**config.mk**
```make
export PLATFORM = sky130hd
export DESIGN_NAME = data_stack
export DESIGN_NICKNAME = d
export VERILOG_FILES = /design/src/rtl/data_stack_pkg.sv /design/src/rtl/data_stack_spill_ram.sv /design/src/rtl/data_stack.sv
export SDC_FILE = /design/constraint.sdc
export NUM_CORES = 2
export LEC_CHECK = 0
export CAP_MARGIN = 20
export CORE_MARGIN = 8
export CORE_UTILIZATION = 25
export DETAILED_ROUTE_END_ITERATION = 10
export GPL_TIMING_DRIVEN = 0
export PLACE_DENSITY_LB_ADDON = 0.15
export REMOVE_ABC_BUFFERS = 1
export SLEW_MARGIN = 20
export SYNTH_ARGS = -nofsm -noshare
export SYNTH_HDL_FRONTEND = slang
export SYNTH_SLANG_ARGS = --single-unit
```
**constraint.sdc**
```tcl
create_clock -name CLK -period 4 [get_ports CLK]
set_input_delay 0.4 -clock CLK [delete_from_list [all_inputs] [get_ports CLK]]
set_output_delay 0.4 -clock CLK [all_outputs]
set_load 0.03 [all_outputs]
```
**src/rtl/data_stack_pkg.sv**
```systemverilog
// Shared definitions for the operand stack: op codes and default geometry.
// The decode stage imports this package, so both sides agree on the encoding.
package data_stack_pkg;

  localparam int DEFAULT_WIDTH = 16;
  localparam int DEFAULT_DEPTH = 64;

  localparam logic [3:0] OP_NOP     = 4'd0;
  localparam logic [3:0] OP_PUSH    = 4'd1;
  localparam logic [3:0] OP_DROP    = 4'd2;
  localparam logic [3:0] OP_DUP     = 4'd3;
  localparam logic [3:0] OP_OVER    = 4'd4;
  localparam logic [3:0] OP_SWAP    = 4'd5;
  localparam logic [3:0] OP_BINOP   = 4'd6;
  localparam logic [3:0] OP_DROP2   = 4'd7;
  localparam logic [3:0] OP_REPLACE = 4'd8;

endpackage

```
**src/rtl/data_stack_spill_ram.sv**
```systemverilog
// Spill storage below NOS: one synchronous write port, two combinational reads, no reset.
// Callers guarantee a write and a read never hit the same address in one op.
module stack_spill_ram #(
  parameter int WIDTH = 16,
  parameter int DEPTH = 64,
  parameter int AW    = (DEPTH > 1) ? $clog2(DEPTH) : 1
) (
  input  logic             CLK,
  input  logic             wr_en,
  input  logic [AW-1:0]    wr_addr,
  input  logic [WIDTH-1:0] wr_data,
  input  logic [AW-1:0]    rd_addr_a,
  output logic [WIDTH-1:0] rd_data_a,
  input  logic [AW-1:0]    rd_addr_b,
  output logic [WIDTH-1:0] rd_data_b
);

  logic [WIDTH-1:0] mem [DEPTH];

  always_ff @(posedge CLK) begin
    if (wr_en) mem[wr_addr] <= wr_data;
  end

  assign rd_data_a = mem[rd_addr_a];
  assign rd_data_b = mem[rd_addr_b];

endmodule

```
**src/rtl/data_stack.sv**
```systemverilog
// Operand stack with TOS/NOS in registers and deeper entries spilled to RAM; single-cycle.
// No handshake: one op per cycle, illegal ops are dropped and latch sticky flags.
module data_stack
  import data_stack_pkg::*;
#(
  parameter int WIDTH = DEFAULT_WIDTH,
  parameter int DEPTH = DEFAULT_DEPTH
) (
  input  logic                         CLK,
  input  logic                         reset,
  input  logic [3:0]                   op,
  input  logic [WIDTH-1:0]             din,
  output logic [WIDTH-1:0]             top_of_stack,
  output logic [WIDTH-1:0]             second_of_stack,
  output logic [$clog2(DEPTH+3)-1:0]   count,
  output logic                         overflow,
  output logic                         underflow
);

  localparam int CW  = $clog2(DEPTH + 3);
  localparam int SPW = $clog2(DEPTH + 1);
  localparam int AW  = (DEPTH > 1) ? $clog2(DEPTH) : 1;

  logic [SPW-1:0]   sp, sp_nxt;
  logic [WIDTH-1:0] tos_nxt, nos_nxt, push_val;
  logic [CW-1:0]    cnt_nxt;
  logic             ovf_set, unf_set, wr_en;
  logic [WIDTH-1:0] rd_a, rd_b, spill_a, spill_b;
  logic             has1, has2, full;

  assign has1 = (count != '0);
  assign has2 = (count >= CW'(2));
  assign full = (count == CW'(DEPTH + 2));

  // Spilled words that are not live must read as zero when they move up.
  assign spill_a = (sp != '0)       ? rd_a : '0;
  assign spill_b = (sp >= SPW'(2))  ? rd_b : '0;

  stack_spill_ram #(
    .WIDTH (WIDTH),
    .DEPTH (DEPTH),
    .AW    (AW)
  ) u_ram (
    .CLK       (CLK),
    .wr_en     (wr_en),
    .wr_addr   (AW'(sp)),
    .wr_data   (second_of_stack),
    .rd_addr_a (AW'(sp - SPW'(1))),
    .rd_data_a (rd_a),
    .rd_addr_b (AW'(sp - SPW'(2))),
    .rd_data_b (rd_b)
  );

  always_comb begin
    tos_nxt  = top_of_stack;
    nos_nxt  = second_of_stack;
    cnt_nxt  = count;
    sp_nxt   = sp;
    ovf_set  = 1'b0;
    unf_set  = 1'b0;
    wr_en    = 1'b0;
    push_val = din;

    case (op)
      OP_PUSH, OP_DUP, OP_OVER: begin
        if (op == OP_DUP)  push_val = top_of_stack;
        if (op == OP_OVER) push_val = second_of_stack;
        if (full) begin
          ovf_set = 1'b1;
        end else if ((op == OP_DUP && !has1) || (op == OP_OVER && !has2)) begin
          unf_set = 1'b1;
        end else begin
          tos_nxt = push_val;
          nos_nxt = top_of_stack;
          cnt_nxt = count + CW'(1);
          if (has2) begin
            wr_en  = 1'b1;
            sp_nxt = sp + SPW'(1);
          end
        end
      end
      OP_DROP, OP_BINOP: begin
        if ((op == OP_DROP && !has1) || (op == OP_BINOP && !has2)) begin
          unf_set = 1'b1;
        end else begin
          tos_nxt = (op == OP_BINOP) ? din : second_of_stack;
          nos_nxt = spill_a;
          cnt_nxt = count - CW'(1);
          if (sp != '0) sp_nxt = sp - SPW'(1);
        end
      end
      OP_SWAP: begin
        if (!has2) begin
          unf_set = 1'b1;
        end else begin
          tos_nxt = second_of_stack;
          nos_nxt = top_of_stack;
        end
      end
      OP_DROP2: begin
        if (!has2) begin
          unf_set = 1'b1;
        end else begin
          tos_nxt = spill_a;
          nos_nxt = spill_b;
          cnt_nxt = count - CW'(2);
          if (sp >= SPW'(2))   sp_nxt = sp - SPW'(2);
          else                 sp_nxt = '0;
        end
      end
      OP_REPLACE: begin
        if (!has1) unf_set = 1'b1;
        else       tos_nxt = din;
      end
      default: ;
    endcase
  end

  always_ff @(posedge CLK or posedge reset) begin
    if (reset) begin
      top_of_stack    <= '0;
      second_of_stack <= '0;
      count           <= '0;
      sp              <= '0;
      overflow        <= 1'b0;
      underflow       <= 1'b0;
    end else begin
      top_of_stack    <= tos_nxt;
      second_of_stack <= nos_nxt;
      count           <= cnt_nxt;
      sp              <= sp_nxt;
      overflow        <= overflow | ovf_set;
      underflow       <= underflow | unf_set;
    end
  end

endmodule

```
==> flow_metrics.tcl <==
set metrics [dict create \
    status "finished, final reports clean" \
    grt_pass1_vias 30595 \
    slew_headroom_pct 27.47 \
    io_buffers 62 \
    tightest_slew_ns 1.085 \
    final_layout_size_suffix_gt1_share_pct 38.99 \
    fin_skew_ns 0.03039 \
    min_from "din[14]" \
    async_reset_ff_share_pct 4.478 \
    rows 166 \
    wl_per_cell_um 32.96 \
    arrival_ns 4.65 \
    preCtsSetupSlack_ns -1.654 \
    yosys_warnings 0 \
    dp.cells 5379 \
    fillers 19474 \
    clock_path_buffers 3 \
    cp_num_buf_inv 6 \
    synthTopCellsByCount "edfxtp_1 (1024), mux4_2 (599), nand2_1 (222)" \
    max_stage_delay_ns 0.70 \
    critPathKind "register to register" \
    net-switching-power_w 0.02024 \
    die_y_um 468.4 \
    r2r-start "sp[1]$_DFFE_PP0P_" \
    synth_top_area_cell "edfxtp_1" \
    overflow 0 \
    p_seq_share_pct 29.3 \
    p_leak_nw 19.52 \
    drc 0 \
    max_freq_ghz 0.2518 \
    synth_area_um2 51160 \
    grt.total_usage_pct 16.63 \
    syn_avg_cell_area_um2 19.14 \
    p_per_area_nw_per_um2 822.7 \
    crit_family "compound AO/OA/AOI/OAI gates" \
    coreArea_um2 204000 \
    seq_area_um2 32010 \
    synth_cell_types 68 \
    rsz0062_at_grt "yes" \
    initialDrtViolationCount 3383 \
    synth_seq_cells 1072 \
    power_frac_clock_pct 21.8 \
    setup_violations 0 \
    hold_violations 0 \
    hp-class "input port to register" \
    startpoint "sp[1]$_DFFE_PP0P_" \
    root_buffer "clkbuf_16" \
    ir_drop_mv 0.5315 \
    pin_count 63 \
    viasPerCell 5.272 \
    r2r_setup_slack_ns 0.03 \
    area_growth_pct 24.19 \
    tritoncts "built" \
    nets 2900 \
    cp-start-kind "register" \
    critPathRequiredTime_ns 4.67 \
    slew_violations 0 \
    final.setup.worst_slack_ns 0.02795 \
    ant_nets 0 \
    ys.flop_type "edfxtp_1" \
    cts_inserted_buffers 119 \
    period_share_pct 99.30 \
    syn_inst 2673 \
    layout_min_cycle_time_ns 3.972 \
    grt_pass1_wl_mm 255.7 \
    grt_max_degree 70 \
    hpwl_mm 128.3 \
    synth_edf_count 1024 \
    comb_power_share_pct 48.9 \
    clock-sinks 1072 \
    clkTransAtPathRegs_ns 0.06 \
    clock_latency_ns 0.78 \
    vias 29809 \
    ys_top_cells_by_area "edfxtp_1 (60%), mux4_2 (26%), dfrtp_1 (2.3%)" \
    antenna_found_initial 7 \
    yosysSeqAreaShare_pct 62.45 \
    slowest_stage "o31ai_1" \
    critPathMaxFanout 16 \
    internal_power_w 0.03204 \
    instances_no_fill 5654 \
    fp.dieW_um 468.4 \
    multi_input_area_um2 19040 \
    max_cap_viol_count 0 \
    dr.pass1.iters 5 \
    path_cells "buf_16 -> buf_16 -> clkinvlp_4 -> ha_4 -> nor3b_2 -> xnor2_2 -> buf_6 -> buf_8 -> buf_8 -> mux4_2 -> nor2_1 -> o31ai_1 -> a21oi_1 -> o21ai_1" \
    cp-end-kind "register" \
    dieArea_um2 219400 \
    yosys.area.top_type_share_pct 60.10 \
    finalWirelength_mm 186.4 \
    gp_congestion 0.8064 \
    yosysMostFrequentCell "edfxtp_1" \
    h-tree-depth 3 \
    switching_share_pct 38.72 \
    start_util_pct 25.09 \
]
## sequential cells by signal (all words and copies together), names as in the netlist
register,cells
count,7
overflow,1
second_of_stack,16
sp,7
top_of_stack,16
u_ram.mem,1024
underflow,1
## per-stage QoR
stage | instance area [um2] | hold WS (ns) | total power [W] | utilization, % | TNS [ns]
after floorplan | 50140 | 0.4690 | 0.02553 | - | -
final | 63540 | 0.4445 | 0.05228 | 31.15 | 0
after detailed placement | 58550 | 0.4711 | 0.03979 | 28.71 | -674.25
after global placement | 54120 | 0.4550 | 0.02786 | 26.54 | -
after global routing | 63530 | 0.4403 | 0.05415 | 31.15 | -0.1674
after CTS | 63440 | 0.3735 | 0.05274 | 31.10 | -0.05739
## worst paths after layout
| kind | cells after the start | end |
|---|---|---|
| max | 14 | top_of_stack[12]$_DFFE_PP0P_ |
| min | 4 | top_of_stack[14]$_DFFE_PP0P_ |
| max reg2reg | 14 | top_of_stack[12]$_DFFE_PP0P_ |
| min reg2reg | 1 | overflow$_DFF_PP0_ |
| max in group asynchronous | 4 | second_of_stack[12]$_DFFE_PP0P_ |
| min in group asynchronous | 4 | top_of_stack[14]$_DFFE_PP0P_ |
## layout by cell type, fill, tap and decap left out, drive strengths merged, types with 8 or more instances in the layout
cell,instances
a32oi,10
nand3,9
a2111oi,14
a31o,10
clkinv,62
buf,199
a31oi,8
edfxtp,1024
o21ai,39
ha,15
mux2i,36
a32o,11
and2,9
o31ai,13
inv,13
o22a,11
clkbuf,140
nand4,33
bufinv,17
o21bai,8
nand2,222
a21oi,78
o2111ai,11
xnor2,12
clkdlybuf4s50,60
dfrtp,48
nor3,10
mux4,599
nor2,121
## final cells by class
| type | count | share of cell area, % |
|---|---|---|
| clock inverter | 82 | 1.465 |
| tap | 2688 | 5.293 |
| inverter | 14 | 0.09255 |
| timing repair buffer | 269 | 7.939 |
| antenna | 4 | 0.01575 |
| sequential | 1072 | 50.37 |
| clock buffer | 139 | 4.854 |
| multi-input combinational | 1386 | 29.97 |
## power groups by stage
| stage | clock network, W | registers [W] | logic [W] |
|---|---|---|---|
| 2_1_floorplan | 0 | 0.0156 | 0.00997 |
| 3_5_place_dp | 0 | 0.0157 | 0.0241 |
| 4_1_cts | 0.0117 | 0.0153 | 0.0257 |
| 6_report | 0.0114 | 0.0153 | 0.0255 |
| 3_3_place_gp | 0 | 0.0159 | 0.0120 |
| 5_1_grt | 0.0121 | 0.0154 | 0.0266 |
## metal layers
layer | track usage, % | share of wire [%] | up-vias
met1 | 21.97 | 41 | 16392
met2 | 27.43 | 48 | 1266
met5 | 0 | 0.012 | -
li1 | - | - | 11859
met4 | 6.385 | 4.1 | 4
met3 | 2.845 | 6.5 | 288
## worst register-to-register path: cells and delay by family (launching register included)
| family | cells | cell delay, ns |
|---|---|---|
| XOR/XNOR | 1 | 0.22 |
| AO/OA/AOI/OAI | 3 | 1.03 |
| buffers and inverters | 6 | 0.99 |
| adder cells (fa/ha/maj) | 1 | 0.23 |
| AND/OR/NAND/NOR | 2 | 0.55 |
| multiplexers | 1 | 0.34 |
| flip-flops | 1 | 0.53 |
## timing repair
item                                   CTS  global route
setup endpoints to repair              255            38
endpoints found under the hold margin    7             0
resized for setup                       38             7
pin swaps                               10             3
hold buffers                             1             0
setup buffers                           37             4
cloned                                   7             1
## cell families after synthesis
logic type	count (synthesis)	synth area share, %
DFF	1072	62.45
muxes	640	27.18
and+or+nand+nor	441	3.734
AOI/OAI and AO/OA	271	3.773
buffers and inverters	215	2.106
xor gates and xnor gates	18	0.3521
adders and majority gates	16	0.4059
Note: power is estimated with default switching activity, not from simulation.
